### config.mk
export PLATFORM = sky130hd
export DESIGN_NAME = ff_bank_ctrl
export DESIGN_NICKNAME = d
export VERILOG_FILES = /design/src/rtl/ff_ctrl_pkg.sv /design/src/rtl/rr_arbiter.sv /design/src/rtl/ff_bank_ctrl.sv
export SDC_FILE = /design/constraint.sdc
export NUM_CORES = 1
export LEC_CHECK = 0
export ABC_AREA = 1
export CAP_MARGIN = 30
export CORE_MARGIN = 3
export CORE_UTILIZATION = 45
export CTS_BUF_LIST = sky130_fd_sc_hd__clkbuf_2
export CTS_CLUSTER_SIZE = 30
export DETAILED_ROUTE_END_ITERATION = 10
export GPL_ROUTABILITY_DRIVEN = 0
export GPL_TIMING_DRIVEN = 1
export PLACE_DENSITY_LB_ADDON = 0.3
export SLEW_MARGIN = 5
export SYNTH_ARGS = -nofsm -noshare
export SYNTH_HDL_FRONTEND = slang
export SYNTH_SLANG_ARGS = --single-unit
### constraint.sdc
create_clock -name clk -period 7.3 [get_ports clk]
set_input_delay 0.73 -clock clk [delete_from_list [all_inputs] [get_ports clk]]
set_output_delay 0.73 -clock clk [all_outputs]
set_load 0.02 [all_outputs]
### src/rtl/ff_ctrl_pkg.sv
// Shared types and the masked JK-style register update for the flip-flop bank controller.
package ff_ctrl_pkg;

  typedef enum logic [1:0] {HOLD = 2'b00, CLR = 2'b01, SET = 2'b10, TOG = 2'b11} op_e;
  typedef enum logic [1:0] {IDLE, EXEC, ACK} state_e;

  // Widest register the update helper handles; callers zero-extend and truncate.
  localparam int MAXW = 64;

  function automatic logic [MAXW-1:0] apply_op(op_e o, logic [MAXW-1:0] q, logic [MAXW-1:0] m);
    case (o)
      CLR:     return q & ~m;
      SET:     return q | m;
      TOG:     return q ^ m;
      default: return q;
    endcase
  endfunction

endpackage

### src/rtl/rr_arbiter.sv
// Combinational rotate-priority pick: lowest requester index at or above ptr wins, wrapping.
module rr_arbiter #(
  parameter  int NREQ = 4,
  localparam int PW   = $clog2(NREQ)
) (
  input  logic [NREQ-1:0] req,
  input  logic [PW-1:0]   ptr,
  output logic [NREQ-1:0] gnt,
  output logic [PW-1:0]   win
);
  int            s;
  logic [PW-1:0] idx;

  // Scan from the farthest offset down so the nearest requester overwrites last.
  always_comb begin
    gnt = '0;
    win = '0;
    s   = 0;
    idx = '0;
    for (int i = NREQ - 1; i >= 0; i--) begin
      s = int'(ptr) + i;
      if (s >= NREQ) s = s - NREQ;
      idx = PW'(s);
      if (req[idx]) begin
        gnt      = '0;
        gnt[idx] = 1'b1;
        win      = idx;
      end
    end
  end

endmodule

### src/rtl/ff_bank_ctrl.sv
// Round-robin command controller serialising masked HOLD/CLR/SET/TOG writes into a shared register bank.
module ff_bank_ctrl
  import ff_ctrl_pkg::*;
#(
  parameter  int NREQ  = 4,
  parameter  int NREG  = 8,
  parameter  int WIDTH = 8,
  localparam int AW    = $clog2(NREG)
) (
  input  logic                    clk,
  input  logic                    rst_n,
  input  logic [NREQ-1:0]         req,
  input  logic [2*NREQ-1:0]       op,
  input  logic [AW*NREQ-1:0]      addr,
  input  logic [WIDTH*NREQ-1:0]   mask,
  output logic [NREQ-1:0]         gnt,
  output logic [NREQ-1:0]         ack,
  output logic                    busy,
  output logic [NREG*WIDTH-1:0]   q
);
  localparam int PW = $clog2(NREQ);

  state_e             state, state_d;
  logic [PW-1:0]      ptr, win, arb_win;
  logic [NREQ-1:0]    arb_gnt, gnt_d, ack_d;
  op_e                op_l;
  logic [AW-1:0]      addr_l;
  logic [WIDTH-1:0]   mask_l;
  logic [WIDTH-1:0]   bank [NREG];

  rr_arbiter #(.NREQ(NREQ)) u_arb (
    .req (req),
    .ptr (ptr),
    .gnt (arb_gnt),
    .win (arb_win)
  );

  always_ff @(posedge clk or negedge rst_n)
    if (!rst_n) state <= IDLE;
    else        state <= state_d;

  always_comb begin
    state_d = state;
    gnt_d   = '0;
    ack_d   = '0;
    unique case (state)
      IDLE: if (|req) begin
        state_d = EXEC;
        gnt_d   = arb_gnt;
      end
      EXEC: begin
        state_d = ACK;
        ack_d   = NREQ'(1) << win;
      end
      default: state_d = IDLE;
    endcase
  end

  // Command latch and registered handshake outputs; requests only sampled in IDLE.
  always_ff @(posedge clk or negedge rst_n) begin
    if (!rst_n) begin
      ptr    <= '0;
      win    <= '0;
      op_l   <= HOLD;
      addr_l <= '0;
      mask_l <= '0;
      gnt    <= '0;
      ack    <= '0;
      busy   <= 1'b0;
    end else begin
      gnt  <= gnt_d;
      ack  <= ack_d;
      busy <= (state_d != IDLE);
      if (state == IDLE && |req) begin
        win    <= arb_win;
        op_l   <= op_e'(op[2*arb_win +: 2]);
        addr_l <= addr[AW*arb_win +: AW];
        mask_l <= mask[WIDTH*arb_win +: WIDTH];
        ptr    <= (arb_win == PW'(NREQ - 1)) ? '0 : arb_win + PW'(1);
      end
    end
  end

  // Out-of-range addresses match no register, so they complete without a write.
  for (genvar r = 0; r < NREG; r++) begin : g_reg
    always_ff @(posedge clk or negedge rst_n)
      if (!rst_n)
        bank[r] <= '0;
      else if (state == EXEC && addr_l == AW'(r))
        bank[r] <= WIDTH'(apply_op(op_l, MAXW'(bank[r]), MAXW'(mask_l)));
    assign q[WIDTH*r +: WIDTH] = bank[r];
  end

endmodule

=== Word-level counts from Yosys, hierarchy flattened ===
Cells that the tools add are included.

* Reduce and logical (&&, ||, !) cells: 26
* Divide/modulo/power cells: 0
* Multiplexer cells: 42
* Magnitude comparators: 12
* Shift-type cells: 4
* Bitwise logic cells: 25
* Add/sub/neg operators: 8
* $mul: 1
* Eq/ne operators: 12

{| class="wikitable"
|+ Operators by type and width
! operator !! number
|-
| $pmux 8 s3 || 8
|-
| $and 8x8->8 || 8
|-
| $or 8x8->8 || 8
|-
| $xor 8x8->8 || 8
|-
| $shiftx 32x6->8 || 1
|-
| $mux 4 || 7
|-
| $mux 2 || 10
|-
| $reduce_and 2->1 || 8
|-
| $logic_and 1x1->1 || 13
|-
| $eq 3x3->1 const B || 4
|-
| $lt 2x3->1 const B || 4
|-
| $shiftx 12x5->3 || 1
|-
| $ge 3x3->1 const B || 3
|-
| $bmux 1 s2 || 4
|-
| $demux 1 s2 || 4
|-
| $ge 2x1->1 const B || 4
|-
| $mux 1 || 8
|-
| $not 8->8 || 1
|-
| $shiftx 8x4->2 || 1
|-
| $sub 2x1->2 const B || 4
|-
| $add 2x2->3 const B || 2
|-
| $eq 2x2->1 const B || 3
|-
| $eq 3x2->1 const B || 2
|-
| $eq 2x1->1 const B || 2
|-
| other kinds (12) || 12
|}

* Register bits: 92
* Bits in read-only memories: 0
* Bits in latches: 0
* Word-level logic and storage cells: 147
* Output and inout port bits: 73
* Memories kept: 0
* Input port bits: 58
* Bits in writable memories: 0

=== Logic depth before layout (Yosys ltp) ===
Gate-level depths: netlist of run 1.

* Depth in word-level cells: 13
* Gate-level depth with buffers: 17
* Mapped depth without buffers: 15

=== Hierarchy ===
A second synthesis of run 1 with hierarchy kept.

* Cells, all modules: 1183
* Area, all modules: 8034.0 um^2

{| class="wikitable"
|+ By module, submodules not included
! module !! cells an instance !! instances !! seq. area each (um^2) !! area an instance (um^2)
|-
| ff_bank_ctrl || 1100 || 1 || 2302.2 || 7551.0
|-
| rr_arbiter || 83 || 1 || 0.0 || 483.0
|}

=== Least setup slack after synthesis of run 1 ===
Ideal clock, no wire load.

* Kind: flip-flop to flip-flop
* Start: reg ptr[0]
* End: reg ptr[1]
* Required time: 7.167 ns
* Buffers on the path: 3
* Stages on the path, launching flop included: 17
* Path slack: 4.995 ns
* Arrival: 2.172 ns
* Clock period less this slack: 2.305 ns
* Setup time: 0.133 ns
* Cells stage by stage: dfrtp_1 -> buf_6 -> inv_6 -> ha_1 -> inv_1 -> nand3_2 -> nand2_4 -> inv_2 -> nand2_2 -> nand2_2 -> nand2_4 -> nand2_2 -> buf_6 -> buf_6 -> ha_1 -> nand2_1 -> o21ai_0

* Word-level cells in the longest chain between the ends: 11
* Elaborated cells between the ends (all ways): 30
* Those cells by class: add/sub (8); order compare (4); eq/ne (1); mux (17)

{| class="wikitable"
|+ Ends and longest elaborated chain
! element !! RTL line !! source
|-
| from (decl) || ff_bank_ctrl.sv:24 || <nowiki>logic [PW-1:0] ptr, win, arb_win;</nowiki>
|-
| from (signal assigned) || ff_bank_ctrl.sv:79 || <nowiki>ptr <= (arb_win == PW'(NREQ - 1)) ? '0 : arb_win + PW'(1);</nowiki>
|-
| $add 2x2->3 || rr_arbiter.sv:21 || <nowiki>s = int'(ptr) + i;</nowiki>
|-
| $ge 3x3->1 or $sub 2x1->2 (tied branches) || rr_arbiter.sv:22 || <nowiki>if (s >= NREQ) s = s - NREQ;</nowiki>
|-
| $mux 2 || rr_arbiter.sv:22 ||
|-
| $bmux 1 s2 || rr_arbiter.sv:24 || <nowiki>if (req[idx]) begin</nowiki>
|-
| $mux 1 (implied by the code) || rr_arbiter.sv:24 ||
|-
| $mux 2 (3 in a row) || rr_arbiter.sv:24 ||
|-
| $mux 2 * || rr_arbiter.sv:24 ||
|-
| named net arb_win[0] || ff_bank_ctrl.sv:24 ||
|-
| $add 2x1->2 or $eq 2x2->1 (tied branches) || ff_bank_ctrl.sv:79 ||
|-
| $mux 2 * || ff_bank_ctrl.sv:79 ||
|}

The timed path passes the listed nets; every way through them passes the cells marked *. The select of a mux whose other input is x is not followed.
A chain may end at the register's enable or synchronous reset.

=== Worst setup path in the final report of run 1 ===
* Start: reg ptr[0]
* End: reg ptr[1]

* Word-level cells in the longest chain between the ends: 11
* Elaborated cells between the ends (all ways): 30
* Those cells by class: add/sub (8); order compare (4); eq/ne (1); mux (17)

{| class="wikitable"
|+ Ends and longest elaborated chain
! element !! RTL line
|-
| $add 2x2->3 || rr_arbiter.sv:21
|-
| $ge 3x3->1 or $sub 2x1->2 (tied branches) || rr_arbiter.sv:22
|-
| $mux 2 || rr_arbiter.sv:22
|-
| $bmux 1 s2 || rr_arbiter.sv:24
|-
| $mux 1 (implied by the code) || rr_arbiter.sv:24
|-
| $mux 2 (3 in a row) || rr_arbiter.sv:24
|-
| $mux 2 * || rr_arbiter.sv:24
|-
| $add 2x1->2 or $eq 2x2->1 (tied branches) || ff_bank_ctrl.sv:79
|-
| $mux 2 * || ff_bank_ctrl.sv:79
|}

Every way passes the cells marked *; elsewhere a longest branch is shown, timed or not. The select of a mux whose other input is x is not followed.

==> results of run 1 <==
-- metal layers --
metal	up-vias	share of wire [%]	routed length, um
met5	-	0	0
met4	0	1.6	266
met3	14	4.6	787
met2	134	46	7947
met1	2857	48	8148
li1	3154	-	-
-- placed cells by master, fill, tap and decap left out, types with 31 or more instances in the layout --
cell type,count
a21oi_1,89
clkdlybuf4s50_1,129
dfrtp_1,92
ha_1,137
inv_1,117
nand2_1,175
nand3_1,31
nor2_1,52
o211ai_1,43
o21ai_0,65
-- flip-flops by register name (all words and copies together) (netlist names) --
register / cells
op_l: 2
ack: 4
gnt: 4
addr_l: 3
state: 2
ptr: 2
q: 64
win: 2
busy: 1
mask_l: 8
-- cell type report --
type,count,share of cell area (%)
sequential,92,26.41
multi-input combinational,636,47.95
tap,211,3.028
antenna,1,0.02870
clock buffer,11,0.6315
clock inverter,5,0.5884
inverter,126,5.482
timing repair buffer,141,15.89
-- report_power, final --
group	leakage, nW	internal, mW	total [mW]	switching [mW]
logic	2.93	0.990	2.57	1.58
clock network	0.0714	0.0806	0.263	0.182
registers	1.15	0.734	0.963	0.229
-- kinds of logic (layout without fill, tap and decap cells) --
logic type | Yosys count | count (layout) | share of synthesized area, %
simple gates | 294 | 294 | 18.24
compound gates | 205 | 205 | 16.30
buf+inv | 161 | 283 | 9.201
fa+ha+maj | 137 | 137 | 24.01
flops | 92 | 92 | 32.25
other cells | 0 | 1 | 0
-- per-stage QoR --
stage	utilization, %	hold slack (ns)	worst slack (ns)	instance area [sq um]	power, mW
after CTS	56.56	0.02367	4.296	8693	3.829
after floorplan	-	0.4313	4.995	7139	2.767
after detailed placement	55.86	0.4582	4.174	8587	3.555
after global routing	56.72	0.05517	3.984	8718	4.245
final	56.72	0.06001	4.303	8718	3.794
after global placement	55.79	0.4573	4.215	8576	3.450
-- worst max-delay path: stages (launching register included) --
cell and delay (ns):
dfrtp_1 0.76, inv_6 0.13, ha_1 0.37, inv_1 0.10, nand3_2 0.11, nand2_4 0.11
inv_2 0.07, nand2_2 0.06, nand2_2 0.06, nand2_4 0.10, nand2_2 0.44, ha_1 0.48
nand2_1 0.06, o21ai_0 0.07
-- how the worst min path moves through the flow --
stage | from | to | slack, ns | cells past startpoint
2_1_floorplan | rst_n | ack[0] | 0.43 | 0
3_3_place_gp | state[1] | state[1] | 0.46 | 1
3_5_place_dp | state[1] | state[1] | 0.46 | 1
4_1_cts | rst_n | mask_l[3] | 0.02 | 1
5_1_grt | rst_n | mask_l[3] | 0.06 | 1
6_report | rst_n | mask_l[3] | 0.06 | 1
==> reports/metrics.yaml, run 1 <==
run_status: "complete, no violations"
critical_path.max_fanout: 47
hold_path.class: "input port to asynchronous set/reset pin"
number_of_non_filler_instances_in_the_completed_layout: 1223
ctsRootBufferMaster: "clkbuf_2"
postSynthRegisterBits: 92
rows: 45
critPathCaptureType: "flip-flop"
ys_dominant_reg_cell: "dfrtp_1"
synth_edf_count: 0
antenna_found_initial: 1
io_pins: 131
cts_tree: "built"
use_met3_pct: 3.855
synth_top_area_cell: "dfrtp_1"
synth_fp_nets: 1084
detailedRoute.firstIterationViolations: 341
netlist_top_cells_count: "nand2_1, ha_1, inv_1, dfrtp_1, a21oi_1"
clk_path_buf_depth: 2
synthCells: 889
synth.top_cells.by_area: "dfrtp_1, ha_1, nand2_1"
netlist.area_leader.share_pct: 32.25
min_period_over_period_pct: 41.06
synthMostInstantiatedCell: "nand2_1"
wl_um: 17150
nNetsFinal: 1201
post-dp-hpwl_um: 11800
io_buffers: 130
maximum_number_of_pins_on_one_net_before_global_route_repair: 65
wire_length_of_the_first_global_routing_pass_um: 29360
critPathRequiredTime_ns: 7.80
grt_util_met2_pct: 33.27
worstPathArrival_ns: 3.50
vias: 6159
final_layout_size_suffix_gt1_share_pct: 6.133
start_util_pct: 46.45
max_slew.worst_pin.slew_ns: 0.8807
fmax_mhz: 333.6
floorplan.die_area_sq_um: 17410
postSynthAreaPerCell_sq_um: 8.031
viasPerCell: 5.036
clkSinkCount: 92
timing.final.max_slew_violations: 0
cp-start-kind: "flip-flop"
power_leakage_nw: 4.150
height_of_the_die_um: 132.0
rsz0062_at_grt: "false"
area_taken_by_multi_input_logic_gates_sq_um: 4180
synth_sequential_area_ratio_pct: 32.25
clock_insertion_delay_worst_skew_ns: 0.62
critical_path.startpoint: "ptr[0]"
asr_flop_ratio_synth_pct: 100.0
htree_levels: 3
remaining_drc_errors: 0
cts-resized-gates: 0
hold_viol: 0
power.ir.vdd_worst_mv: 0.2267
endpoint: "ptr[1]"
clock_buffers_created_by_tritoncts: 9
core_sq_um: 15370
routed_wire_length_per_instance_um: 14.02
r2r.worst_path.cells: 13
skew_ns: 0.04314
fin_setup_tns_ns: 0
dieWidth_um: 132.0
synth.lib_cells_used.distinct: 31
placed_cells_incl_taps: 1203
reg2reg_setup_slack_ns: 4.30
worstSetupPathType: "flip-flop to flip-flop"
slew_headroom_pct: 40.84
hold_buffers: 0
final_antenna_net_count: 0
cts.reportedPaths.clkPinSlew_ns: 0.27
critical_path.reg2reg.startpoint: "ptr[0]"
dr.pass1.iters: 4
globalRouteTotalUtil_pct: 20.36
first_global_vias: 5979
critical_path.reg2reg.endpoint: "ptr[1]"
grt_overflow_total: 0
groute.layer.met1.usage_pct: 27.47
powerDensity_nw_per_um2: 435.2
cap_viol_max_count: 0
mappedNetlistArea_sq_um: 7139
synth_warn: 0
p_r_area_growth_vs_syn_pct: 22.12
fin_crit_ns: 2.997
busiest_layer: "met2"
n_fill_cell: 1412
post_cts.repair.setup_buffers: 0
ff_latch_area_sq_um: 2302
finalSetupViolations: 0
(Power assumes the default switching activity.)
==> run 2: changes to the inputs <==
==> constraint.sdc (replaced) <==
create_clock -name clk -period 2.9 [get_ports clk]
set_input_delay 0.29 -clock clk [delete_from_list [all_inputs] [get_ports clk]]
set_output_delay 0.29 -clock clk [all_outputs]
set_load 0.02 [all_outputs]
==> reports/metrics.yaml, run 2 (synthesis results as in run 1) <==
fin_crit_ns: 2.377
final_antenna_net_count: 0
grt_overflow_total: 0
timing.final.max_slew_violations: 0
power_leakage_nw: 4.206
p_r_area_growth_vs_syn_pct: 23.59
powerDensity_nw_per_um2: 1098
utilization_pct: 57.40
cts.reportedPaths.clkPinSlew_ns: 0.29
r2r.worst_path.cells: 14
critPathRequiredTime_ns: 3.39
first_global_vias: 5894
io_pins: 131
wl_um: 17370
power_mw: 9.684
worstSetupPathType: "flip-flop to flip-flop"
htree_levels: 3
slew_headroom_pct: 40.60
post_cts.repair.setup_buffers: 0
post-dp-hpwl_um: 12220
critical_path_cell_list: "inv_1, ha_1, inv_1, nand3_2, nand2_4, inv_2, nand2_2, nand2_2, nand2_4, nand2_2, buf_4, nand2_1, o211ai_1, nand3_1"
final_layout_size_suffix_gt1_share_pct: 6.947
io_buffers: 130
nNetsFinal: 1212
critical_path.most_common_cell: "nand2_2"
routed_wire_length_per_instance_um: 14.08
rows: 45
hold_viol: 0
layout_common_cells: "nand2_1, ha_1, clkdlybuf4s50_1"
busiest_layer: "met2"
grt_util_met2_pct: 31.76
remaining_drc_errors: 0
height_of_the_die_um: 132.0
min_period_over_period_pct: 81.97
maximum_number_of_pins_on_one_net_before_global_route_repair: 65
rsz0062_at_grt: "false"
number_of_non_filler_instances_in_the_completed_layout: 1234
clkSinkCount: 92
ctsRootBufferMaster: "clkbuf_2"
start_util_pct: 46.45
groute.layer.met1.usage_pct: 29.27
globalRouteTotalUtil_pct: 20.44
critPathCaptureType: "flip-flop"
cpMaxStageDelayCell: "dfrtp_1"
wire_length_of_the_first_global_routing_pass_um: 29390
cap_viol_max_count: 0
max_slew.worst_pin.slew_ns: 0.8842
fmax_mhz: 420.7
finalSetupViolations: 0
hold_path.class: "input port to asynchronous set/reset pin"
whs_ns: 0.1964
antenna_found_initial: 1
skew_ns: 0.04322
core_sq_um: 15370
dieWidth_um: 132.0
largest_register_ffs: 64
power.ir.vdd_worst_mv: 0.6810
layout.cells.most_common: "nand2_1"
viasPerCell: 5.062
run_status: "complete, no violations"
cts_tree: "built"
vias: 6246
clk_path_buf_depth: 2
floorplan.die_area_sq_um: 17410
clock_insertion_delay_worst_skew_ns: 0.62
detailedRoute.firstIterationViolations: 436
critical_path.max_fanout: 28
worstPathArrival_ns: 2.87
worst_path_largest_cell_delay_ns: 0.55
dr.pass1.iters: 6
cp-start-kind: "flip-flop"
use_met3_pct: 3.244
clock_buffers_created_by_tritoncts: 9
fin_setup_tns_ns: 0
placed_cells_incl_taps: 1216
run 2: worst max-delay path: cells and delay by family, from the launching register on:
kind	cells	cell delay, ns
simple gates	8	0.65
flops	1	0.55
compound gates	1	0.10
fa+ha+maj	1	0.36
buf+inv	4	0.64
run 2: path summary, 6_finish.rpt:
check                         start   endpoint  slack (ns)
max                          ptr[1]    op_l[1]        0.52
min                           rst_n      q[14]        0.20
max reg2reg                  ptr[1]    op_l[1]        0.52
min reg2reg                state[1]   state[1]        0.48
max in group asynchronous     rst_n      q[48]        2.02
min in group clk           mask[13]  mask_l[5]        0.32
run 2: what timing repair did:
action / in CTS / in global routing
hold buffers: 1 / 0
endpoints found under the hold margin: 43 / 0
gates resized for setup: 0 / 0
run 2: layout make-up:
class                      count  area, sq um
timing repair buffer         152         1491
inverter                     126        478.0
clock inverter                 6        55.05
clock buffer                  10        50.05
sequential                    92         2302
antenna                        1        2.502
tap                          211        264.0
fill                        1410         6548
multi-input combinational    636         4180
run 2: metrics by stage:
step | setup WS, ns | instance area, sq um
6_report | 0.5229 | 8823
3_3_place_gp | 0.6556 | 8706
3_5_place_dp | 0.5528 | 8706
4_1_cts | 0.5393 | 8821
5_1_grt | 0.3024 | 8823
2_1_floorplan | 0.5947 | 7139
run 2: where the power goes:
group / leakage [nW] / total (mW) / internal, mW / switching, mW
Combinational: 2.99 / 6.62 / 2.61 / 4.00
Clock: 0.0684 / 0.665 / 0.195 / 0.470
Sequential: 1.15 / 2.40 / 1.85 / 0.556
run 2: metal layers:
metal	vias to the layer above	wire, um
li1	3182	-
met1	2873	8366
met2	174	7817
met3	17	936
met4	0	248
met5	-	0
